<file path="src/rtl/rd_ptr_ctrl_if.sv">
// Read-side FIFO pointer bus: consumer request, raw write Gray pointer in,
// RAM address, status flags and Gray read pointer out.
interface rd_ptr_ctrl_if #(
    parameter int ADDR_WIDTH = 4
);
    logic                  rd_en;
    logic [ADDR_WIDTH:0]   wr_ptr_g_async;
    logic [ADDR_WIDTH-1:0] rd_addr;
    logic [ADDR_WIDTH:0]   rd_ptr_g;
    logic                  fifo_empty;
    logic                  almost_empty;
    logic [ADDR_WIDTH:0]   rd_count;
    logic                  underflow;

    // Consumer / write-domain side.
    modport master (
        output rd_en, wr_ptr_g_async,
        input  rd_addr, rd_ptr_g, fifo_empty, almost_empty, rd_count, underflow
    );

    // Pointer controller side.
    modport slave (
        input  rd_en, wr_ptr_g_async,
        output rd_addr, rd_ptr_g, fifo_empty, almost_empty, rd_count, underflow
    );
endinterface

</file>
<file path="src/rtl/rd_ptr_ctrl.sv">
// Read-domain pointer controller for an async FIFO: synchronises the write Gray
// pointer and derives read address, Gray read pointer, fill count and flags.
module rd_ptr_ctrl #(
    parameter int ADDR_WIDTH    = 4,
    parameter int SYNC_STAGES   = 2,
    parameter int AEMPTY_THRESH = 2
) (
    input  logic         rd_clk,
    input  logic         rd_rst_n,
    rd_ptr_ctrl_if.slave bus
);
    localparam int PW = ADDR_WIDTH + 1;
    typedef logic [PW-1:0] ptr_t;

    function automatic ptr_t bin2gray(input ptr_t b);
        return b ^ (b >> 1);
    endfunction

    function automatic ptr_t gray2bin(input ptr_t g);
        ptr_t b;
        b[PW-1] = g[PW-1];
        for (int i = PW - 2; i >= 0; i--) begin
            b[i] = b[i+1] ^ g[i];
        end
        return b;
    endfunction

    ptr_t sync_q [SYNC_STAGES];
    ptr_t wr_g_s;
    ptr_t wr_b_s;

    ptr_t rd_ptr_b;
    ptr_t rd_ptr_g_q;
    ptr_t rd_count_q;
    logic fifo_empty_q;
    logic almost_empty_q;
    logic underflow_q;

    logic rd_inc;
    ptr_t rd_ptr_b_next;
    ptr_t cnt_next;

    // NOTE: the synchroniser flops are reset too; a stale pointer left in the
    // chain would make the FIFO look non-empty right after reset.
    always_ff @(posedge rd_clk) begin
        if (!rd_rst_n) begin
            for (int i = 0; i < SYNC_STAGES; i++) begin
                sync_q[i] <= '0;
            end
        end else begin
            // NOTE: non-blocking assignments keep this a true shift chain; with
            // blocking ones every stage would collapse onto the input.
            sync_q[0] <= bus.wr_ptr_g_async;
            for (int i = 1; i < SYNC_STAGES; i++) begin
                sync_q[i] <= sync_q[i-1];
            end
        end
    end

    assign wr_g_s = sync_q[SYNC_STAGES-1];
    assign wr_b_s = gray2bin(wr_g_s);

    // NOTE: every output of this block is assigned on all paths, so no latch.
    always_comb begin
        rd_inc        = bus.rd_en & ~fifo_empty_q;
        rd_ptr_b_next = rd_ptr_b + ptr_t'(rd_inc);
        cnt_next      = wr_b_s - rd_ptr_b_next;
    end

    // The read and any newly synchronised write are folded into one count here.
    always_ff @(posedge rd_clk) begin
        if (!rd_rst_n) begin
            rd_ptr_b       <= '0;
            rd_ptr_g_q     <= '0;
            rd_count_q     <= '0;
            fifo_empty_q   <= 1'b1;
            almost_empty_q <= 1'b1;
            underflow_q    <= 1'b0;
        end else begin
            rd_ptr_b       <= rd_ptr_b_next;
            rd_ptr_g_q     <= bin2gray(rd_ptr_b_next);
            rd_count_q     <= cnt_next;
            fifo_empty_q   <= (cnt_next == '0);
            almost_empty_q <= (cnt_next <= ptr_t'(AEMPTY_THRESH));
            underflow_q    <= bus.rd_en & fifo_empty_q;
        end
    end

    assign bus.rd_addr      = rd_ptr_b[ADDR_WIDTH-1:0];
    assign bus.rd_ptr_g     = rd_ptr_g_q;
    assign bus.rd_count     = rd_count_q;
    assign bus.fifo_empty   = fifo_empty_q;
    assign bus.almost_empty = almost_empty_q;
    assign bus.underflow    = underflow_q;
endmodule

</file>
<file path="src/flat_wrapper.sv">
// flat-port wrapper written by rule: the top's interface ports become plain ports
module rd_ptr_ctrl_flat 
#(
    parameter int ADDR_WIDTH    = 4,
    parameter int SYNC_STAGES   = 2,
    parameter int AEMPTY_THRESH = 2
)
  (rd_clk, rd_rst_n, bus_rd_en, bus_wr_ptr_g_async, bus_rd_addr, bus_rd_ptr_g, bus_fifo_empty, bus_almost_empty, bus_rd_count, bus_underflow);
  rd_ptr_ctrl_if #(.ADDR_WIDTH(ADDR_WIDTH)) bus_i ();
  input  logic rd_clk;
  input  logic rd_rst_n;
  input wire logic [$bits(bus_i.rd_en)-1:0] bus_rd_en;
  input wire logic [$bits(bus_i.wr_ptr_g_async)-1:0] bus_wr_ptr_g_async;
  output wire logic [$bits(bus_i.rd_addr)-1:0] bus_rd_addr;
  output wire logic [$bits(bus_i.rd_ptr_g)-1:0] bus_rd_ptr_g;
  output wire logic [$bits(bus_i.fifo_empty)-1:0] bus_fifo_empty;
  output wire logic [$bits(bus_i.almost_empty)-1:0] bus_almost_empty;
  output wire logic [$bits(bus_i.rd_count)-1:0] bus_rd_count;
  output wire logic [$bits(bus_i.underflow)-1:0] bus_underflow;
  assign bus_i.rd_en = bus_rd_en;
  assign bus_i.wr_ptr_g_async = bus_wr_ptr_g_async;
  assign bus_rd_addr = bus_i.rd_addr;
  assign bus_rd_ptr_g = bus_i.rd_ptr_g;
  assign bus_fifo_empty = bus_i.fifo_empty;
  assign bus_almost_empty = bus_i.almost_empty;
  assign bus_rd_count = bus_i.rd_count;
  assign bus_underflow = bus_i.underflow;
  rd_ptr_ctrl #(.ADDR_WIDTH(ADDR_WIDTH), .SYNC_STAGES(SYNC_STAGES), .AEMPTY_THRESH(AEMPTY_THRESH)) u_core (.rd_clk(rd_clk), .rd_rst_n(rd_rst_n), .bus(bus_i));
endmodule
</file>
<file path="config.mk">
export PLATFORM = sky130hd
export DESIGN_NAME = rd_ptr_ctrl_flat
export DESIGN_NICKNAME = d
export VERILOG_FILES = /design/src/rtl/rd_ptr_ctrl_if.sv /design/src/rtl/rd_ptr_ctrl.sv /design/src/flat_wrapper.sv
export SDC_FILE = /design/constraint.sdc
export NUM_CORES = 1
export LEC_CHECK = 0
export BUFFER_PORTS_ARGS = -buffer_cell sky130_fd_sc_hd__buf_2
export CAP_MARGIN = 20
export CORE_ASPECT_RATIO = 0.9
export CORE_UTILIZATION = 49
export CTS_BUF_LIST = sky130_fd_sc_hd__clkbuf_2
export CTS_CLUSTER_DIAMETER = 60
export DETAILED_ROUTE_END_ITERATION = 8
export GPL_TIMING_DRIVEN = 0
export PLACE_DENSITY = 0.76
export SLEW_MARGIN = 15
export SYNTH_ARGS = -nofsm -noshare
export SYNTH_HDL_FRONTEND = slang
export SYNTH_SLANG_ARGS = --single-unit
</file>
<file path="constraint.sdc">
create_clock -name rd_clk -period 2.65 [get_ports rd_clk]
set_input_delay 0.1325 -clock rd_clk [delete_from_list [all_inputs] [get_ports rd_clk]]
set_output_delay 0.1325 -clock rd_clk [all_outputs]
set_load 0.1 [all_outputs]
</file>
==> results of run 1 <==
[final timing paths]
kind	from	end	slack [ns]	cells past startpoint
setup / recovery	bus_rd_en	u_core.bus.fifo_empty	0.12	11
hold / removal	rd_rst_n	u_core.rd_ptr_b[3]	0.08	2
setup reg to reg	u_core.sync_q[0][9]	u_core.bus.fifo_empty	0.14	9
hold reg to reg	u_core.sync_q[0][4]	u_core.sync_q[0][9]	0.47	1
[worst max-delay path, stage by stage]
cell	delay [ns]
dlygate4sd3_1	0.53
buf_2	0.10
nor2b_1	0.18
ha_1	0.27
xor2_2	0.26
inv_1	0.13
ha_1	0.31
a21o_1	0.17
a21oi_1	0.19
xnor2_1	0.15
o41ai_2	0.36
[metal layers]
| layer | up-vias | share of wire (%) |
|---|---|---|
| li1 | 384 | - |
| met1 | 338 | 43 |
| met2 | 21 | 53 |
| met3 | 2 | 4.3 |
| met4 | 0 | 0.22 |
| met5 | - | 0 |
[power by group]
group,internal (mW),switching (mW)
clock network,0.0399,0.110
registers,0.445,0.0122
logic,0.117,0.318
total,0.601,0.440
[final cells by class]
cell class	count	area, µm²
buffer	2	7.507
clock buffer	4	20.02
fill	146	595.6
inverter	3	11.26
multi-input combinational	64	593.1
sequential	27	546.8
tap	25	31.28
timing repair buffer	33	202.7
[sequential cells by signal (all words and copies together), names as in the netlist]
register and flops:
u_core.bus.fifo_empty 1, u_core.bus.rd_count 5, u_core.sync_q 10, u_core.bus.underflow 1, u_core.bus.rd_ptr_g 5, u_core.bus.almost_empty 1, u_core.rd_ptr_b 4
[stage by stage]
step	std cells	setup slack (ns)	TNS [ns]	util [%]	hold slack [ns]
floorplan	96	0.09960	0	-	0.2542
global placement	145	-0.1615	-0.2398	61.93	0.3320
detailed placement	145	-0.1926	-0.4267	61.93	0.3397
CTS	156	0.007738	0	67.23	0.05608
global route	158	-0.05938	-0.1008	70.34	0.03001
finish	158	0.1184	0	70.34	0.08118
[timing repair]
item / in CTS / in global routing
resized for setup: 2 / 8
pin swaps: 1 / 3
hold buffers: 6 / 0
hold endpoints to repair: 6 / 0
setup endpoints to repair: 3 / 3
buffers inserted: 1 / 2
[cells in the final DEF, fill, tap and decap left out, drive strengths merged]
cell type,instances
ha,6
inv,3
nand4,1
o41ai,2
xor2,10
o211ai,1
dlygate4sd3,6
nand3,1
and2,20
nand2b,1
a31oi,1
buf,27
fa,1
xor3,2
nor2b,6
a21oi,3
nand2,1
a21o,2
clkbuf,6
and3,1
dfxtp,27
xnor2,5
[cell families (layout without fill, tap and decap cells)]
kind of cell,count (synthesis),count (layout),share of synthesized area [%]
AND/OR/NAND/NOR,31,31,17.61
flip-flops,27,27,49.71
XOR/XNOR,17,17,16.57
AO/OA/AOI/OAI,9,9,5.639
adder cells (fa/ha/maj),7,7,8.746
buffers and inverters,5,42,1.726
==> flow_metrics.tcl, run 1 <==
set metrics [dict create \
    critPathMaxFanout 4 \
    core_area_mm2 0.002008 \
    leakagePower_nw 0.6645 \
    routabilityCongestion 0.7480 \
    cts.sinks 27 \
    grt_pass1_vias 688 \
    synth_cells 96 \
    synthArstFlopShare_pct 0 \
    grt.met3_usage_pct 6.931 \
    fp-row-count 15 \
    viasPerCell 4.715 \
    first_pass_iters 4 \
    clock_latency_ns 0.34 \
    clk_pin_slew_ns 0.22 \
    area_delta_synth_final_pct 29.92 \
    grt_max_degree 15 \
    routed_wl_um 1804 \
    ys_types 22 \
    min_period_ns 2.532 \
    synth_top_area_share_pct 49.71 \
    synth_top_area_cell "dfxtp_1" \
    yosysSeqAreaShare_pct 49.71 \
    start_util_pct 54.14 \
    vias 745 \
    synth.most_common_cell "dfxtp_1" \
    die_y_um 46.69 \
    drc 0 \
    grt_pass1_wl_um 2835 \
    die_x_um 51.66 \
    finalCritPeriodShare_pct 95.53 \
    cp.required_ns 2.90 \
    finalPower_mw 1.042 \
    hold_violations 0 \
    avgSynthCellArea_um2 11.33 \
    startpoint_type "input port" \
    dp_hpwl_um 1250 \
    final_nets 149 \
    design_area_mm2 0.001413 \
    yosys_warnings 0 \
    n_antenna_cell 0 \
    hp-class "input port to flop" \
    grt_util_met1_pct 18.11 \
    htree_num_levels 1 \
    grt_usage_pct 16.78 \
    ys.flop_type "dfxtp_1" \
    syn-num-nets 111 \
    io_pins 25 \
    vdd_drop_max_uv 522.6 \
    first_iter_violations 10 \
    status "complete, no violations" \
    fmax_ghz 0.3950 \
    yosys_register_bits 27 \
    synth_edf_count 0 \
    max_slew.worst_pin.slew_ns 0.4859 \
    synth_area_mm2 0.001087 \
    cts_buffers 3 \
    slew_violations 0 \
    crit_arrival_ns 2.79 \
    grt-busiest-layer "met2" \
    setup_viol 0 \
    antenna_left 0 \
    io_buffer_count 24 \
    synth.top_cells.by_area "dfxtp_1, and2_1, xor2_1" \
    p_per_area_mw_per_mm2 737.3 \
    drive_gt1_share_pct 34.59 \
    place_area_mm2 0.001244 \
    die-area_mm2 0.002412 \
    cts_tree "built" \
    antenna_found_initial 0 \
    finClkSkew_ns 0.003259 \
    slew_headroom_pct 67.83 \
    endpoint_kind "flop" \
    synth_common_cells "dfxtp_1, and2_1, xor2_1" \
    cap_viol_max_count 0 \
    met2_usage_pct 31.95 \
    gr-total-overflow 0 \
    crit_type "input port to flop" \
    cts_root_buf "clkbuf_2" \
    cts_buffer_depth 2 \
    wl_per_cell_um 11.42 \
]
No activity file was read; power rests on OpenSTA's default activity.
==> inputs of run 2 (changes only) <==
--- a/config.mk
+++ b/config.mk
@@ -5,15 +5,16 @@
 export SDC_FILE = /design/constraint.sdc
 export NUM_CORES = 1
 export LEC_CHECK = 0
+export ABC_AREA = 1
 export BUFFER_PORTS_ARGS = -buffer_cell sky130_fd_sc_hd__buf_2
 export CAP_MARGIN = 20
 export CORE_ASPECT_RATIO = 0.9
-export CORE_UTILIZATION = 49
+export CORE_UTILIZATION = 50
 export CTS_BUF_LIST = sky130_fd_sc_hd__clkbuf_2
 export CTS_CLUSTER_DIAMETER = 60
 export DETAILED_ROUTE_END_ITERATION = 8
 export GPL_TIMING_DRIVEN = 0
-export PLACE_DENSITY = 0.76
+export PLACE_DENSITY = 0.77
 export SLEW_MARGIN = 15
 export SYNTH_ARGS = -nofsm -noshare
 export SYNTH_HDL_FRONTEND = slang
==> flow_metrics.tcl, run 2 <==
set metrics [dict create \
    final.setup.tns_ns 0 \
    cts_buffer_depth 2 \
    area_delta_synth_final_pct 20.32 \
    final_cell_mix "nand2_1, dfxtp_1, inv_1, buf_2, nor2_1" \
    routabilityCongestion 0.7708 \
    routed_wl_um 2078 \
    vdd_drop_max_uv 825.8 \
    gr-total-overflow 0 \
    hp-class "flop to flop" \
    fmax_ghz 0.4082 \
    first_pass_iters 2 \
    worst-path-buf-inv 2 \
    synth_top_area_share_pct 45.47 \
    crit_chain "nand2_1 -> nand3_2 -> nand2_2 -> xnor2_1 -> xnor2_1 -> ha_1 -> inv_1 -> fa_1 -> nand2_1 -> inv_1 -> nand3_2 -> a21oi_2 -> nor2_2 -> nor2_1" \
    startpoint_type "flop" \
    critPathSlowestCell "dfxtp_1" \
    ys_types 23 \
    syn-num-nets 158 \
    cts_root_buf "clkbuf_2" \
    met2_usage_pct 35.75 \
    cp.required_ns 2.93 \
    die_y_um 48.26 \
    post-route-util_pct 64.94 \
    fill_cells 196 \
    critPathMaxFanout 4 \
    final_common_cell "nand2_1" \
    synthArstFlopShare_pct 0 \
    yosys_register_bits 27 \
    antenna_found_initial 0 \
    ys.flop_type "dfxtp_1" \
    grt_pass1_vias 786 \
    n_antenna_cell 0 \
    synth.most_common_cell "nand2_1" \
    drive_gt1_share_pct 29.38 \
    largest_reg_flops 10 \
    drc 0 \
    cts_buffers 3 \
    slew_headroom_pct 68.80 \
    grt-busiest-layer "met2" \
    avgSynthCellArea_um2 8.312 \
    hold_violations 0 \
    worstSetupStartpoint "u_core.sync_q[0][9]" \
    finalPower_mw 1.390 \
    leakagePower_nw 0.7875 \
    start_util_pct 53.98 \
    cts_tree "built" \
    grt_usage_pct 17.56 \
    endpoint_kind "flop" \
    finClkSkew_ns 0.002549 \
    cts.sinks 27 \
    ctsResizeCount 0 \
    cap_viol_max_count 0 \
    wl_per_cell_um 10.19 \
    dp_hpwl_um 1613 \
    hold_slack_ns 0.4364 \
    p_switching_mw 0.7282 \
    die_x_um 53.40 \
    timing.rr.end "u_core.bus.almost_empty" \
    first_iter_violations 5 \
    io_buffer_count 23 \
    clock_latency_ns 0.35 \
    crit_end "u_core.bus.almost_empty" \
    synth_edf_count 0 \
    max_slew.worst_pin.slew_ns 0.4647 \
    synth.top_cells.by_area "dfxtp_1, nand2_1, nand3_2" \
    grt_util_met1_pct 16.13 \
    intPower_mw 0.6618 \
    slew_violations 0 \
    vias 941 \
    sequentialPowerShare_pct 36.0 \
    cts_setup_buffers 0 \
    fp-row-count 16 \
    final_nets 193 \
    antenna_left 0 \
    top_register "u_core.sync_q" \
    r2r_start "u_core.sync_q[0][9]" \
    crit_arrival_ns 2.73 \
    die-area_mm2 0.002577 \
    crit_type "flop to flop" \
    htree_num_levels 1 \
    grt_max_degree 15 \
    grt.met3_usage_pct 5.607 \
    min_period_ns 2.450 \
    status "complete, no violations" \
    synth_area_mm2 0.001189 \
    rsz0062_at_grt "false" \
    viasPerCell 4.613 \
    yosysSeqAreaShare_pct 45.47 \
    setup_viol 0 \
    power_frac_comb_pct 52.9 \
    synth_common_cells "nand2_1, dfxtp_1, inv_1" \
    synth_top_area_cell "dfxtp_1" \
    core_area_mm2 0.002202 \
    switching_share_pct 52.39 \
    synth_cells 143 \
    clkPwrFrac_pct 11.0 \
    crit_family "simple AND/OR/NAND/NOR gates" \
    rrSetupSlack_ns 0.20 \
    clk_pin_slew_ns 0.23 \
    crit_cells 14 \
    max_stage_delay_ns 0.47 \
    io_pins 25 \
    reg2reg_depth 14 \
    grt_pass1_wl_um 3070 \
    finalCritPeriodShare_pct 92.45 \
    yosys_warnings 0 \
    p_per_area_mw_per_mm2 972.0 \
]
## run 2: cell count changes in the layout (fill, tap and decap cells not counted), sizes merged, moves of 3 or more
cell,change
nand2,+39
inv,+23
and2,-20
nand3,+14
nor2,+12
xor2,-9
nor2b,-6
buf,-3
## run 2: per-stage QoR
stage | cells | worst slack (ns) | instance area, µm²
after global routing | 204 | 0.01867 | 1430
after CTS | 204 | 0.1803 | 1430
after floorplan | 143 | 0.1943 | 1191
final | 204 | 0.2002 | 1430
after detailed placement | 193 | 0.2297 | 1340
after global placement | 193 | 0.2642 | 1340
## run 2: worst min-delay path: stages, from the launching register on
cell and delay [ns]:
dfxtp_1 0.35, nand2_1 0.05, inv_1 0.03
## run 2: final cells by class
type	count	area (µm²)	area share [%]
timing repair buffer	30	185.2	12.95
tap	27	33.78	2.362
inverter	26	97.59	6.824
buffer	2	15.01	1.050
multi-input combinational	88	535.5	37.45
clock buffer	4	20.02	1.400
sequential	27	543.0	37.97
## run 2: repair_timing
action / CTS / global route
endpoints found under the hold margin: 7 / 0
setup endpoints to repair: 0 / 0
hold buffers: 7 / 0
## run 2: routing by layer
metal  share of wire (%)  routed length (µm)  up-vias
met1                  40                 831      412
met3                 4.4                  91        4
met2                  54                1126       21
met4                 1.4                  29        0
li1                    -                   -      504
met5                   0                   0        -
## run 2: power by group through the flow
stage	logic, mW	registers (mW)	clock network [mW]
global placement	0.720	0.505	0
detailed placement	0.731	0.510	0
CTS	0.739	0.501	0.159
global route	0.782	0.508	0.177
floorplan	0.204	0.936	0
finish	0.736	0.501	0.153
## run 2: cells by family (layout without fill, tap and decap cells)
group                    Yosys count  count (layout)  synth area share, %
adder cells (fa/ha/maj)            7               7                8.000
flip-flops                        27              27                45.47
AO/OA/AOI/OAI                      8               8                4.211
buffers and inverters             28              62                9.474
XOR/XNOR                           4               4                2.948
AND/OR/NAND/NOR                   69              69                29.90
## run 2: how the worst min path moves through the flow
stage	slack (ns)	endpoint	startpoint	cells past startpoint
after CTS	0.44	u_core.sync_q[0][8]	u_core.sync_q[0][3]	2
after floorplan	0.23	u_core.sync_q[0][3]	bus_wr_ptr_g_async[3]	2
after global placement	0.31	u_core.sync_q[0][3]	bus_wr_ptr_g_async[3]	3
after global routing	0.45	u_core.sync_q[0][4]	bus_wr_ptr_g_async[4]	4
final	0.44	u_core.sync_q[0][9]	u_core.sync_q[0][4]	2
after detailed placement	0.32	u_core.sync_q[0][3]	bus_wr_ptr_g_async[3]	3
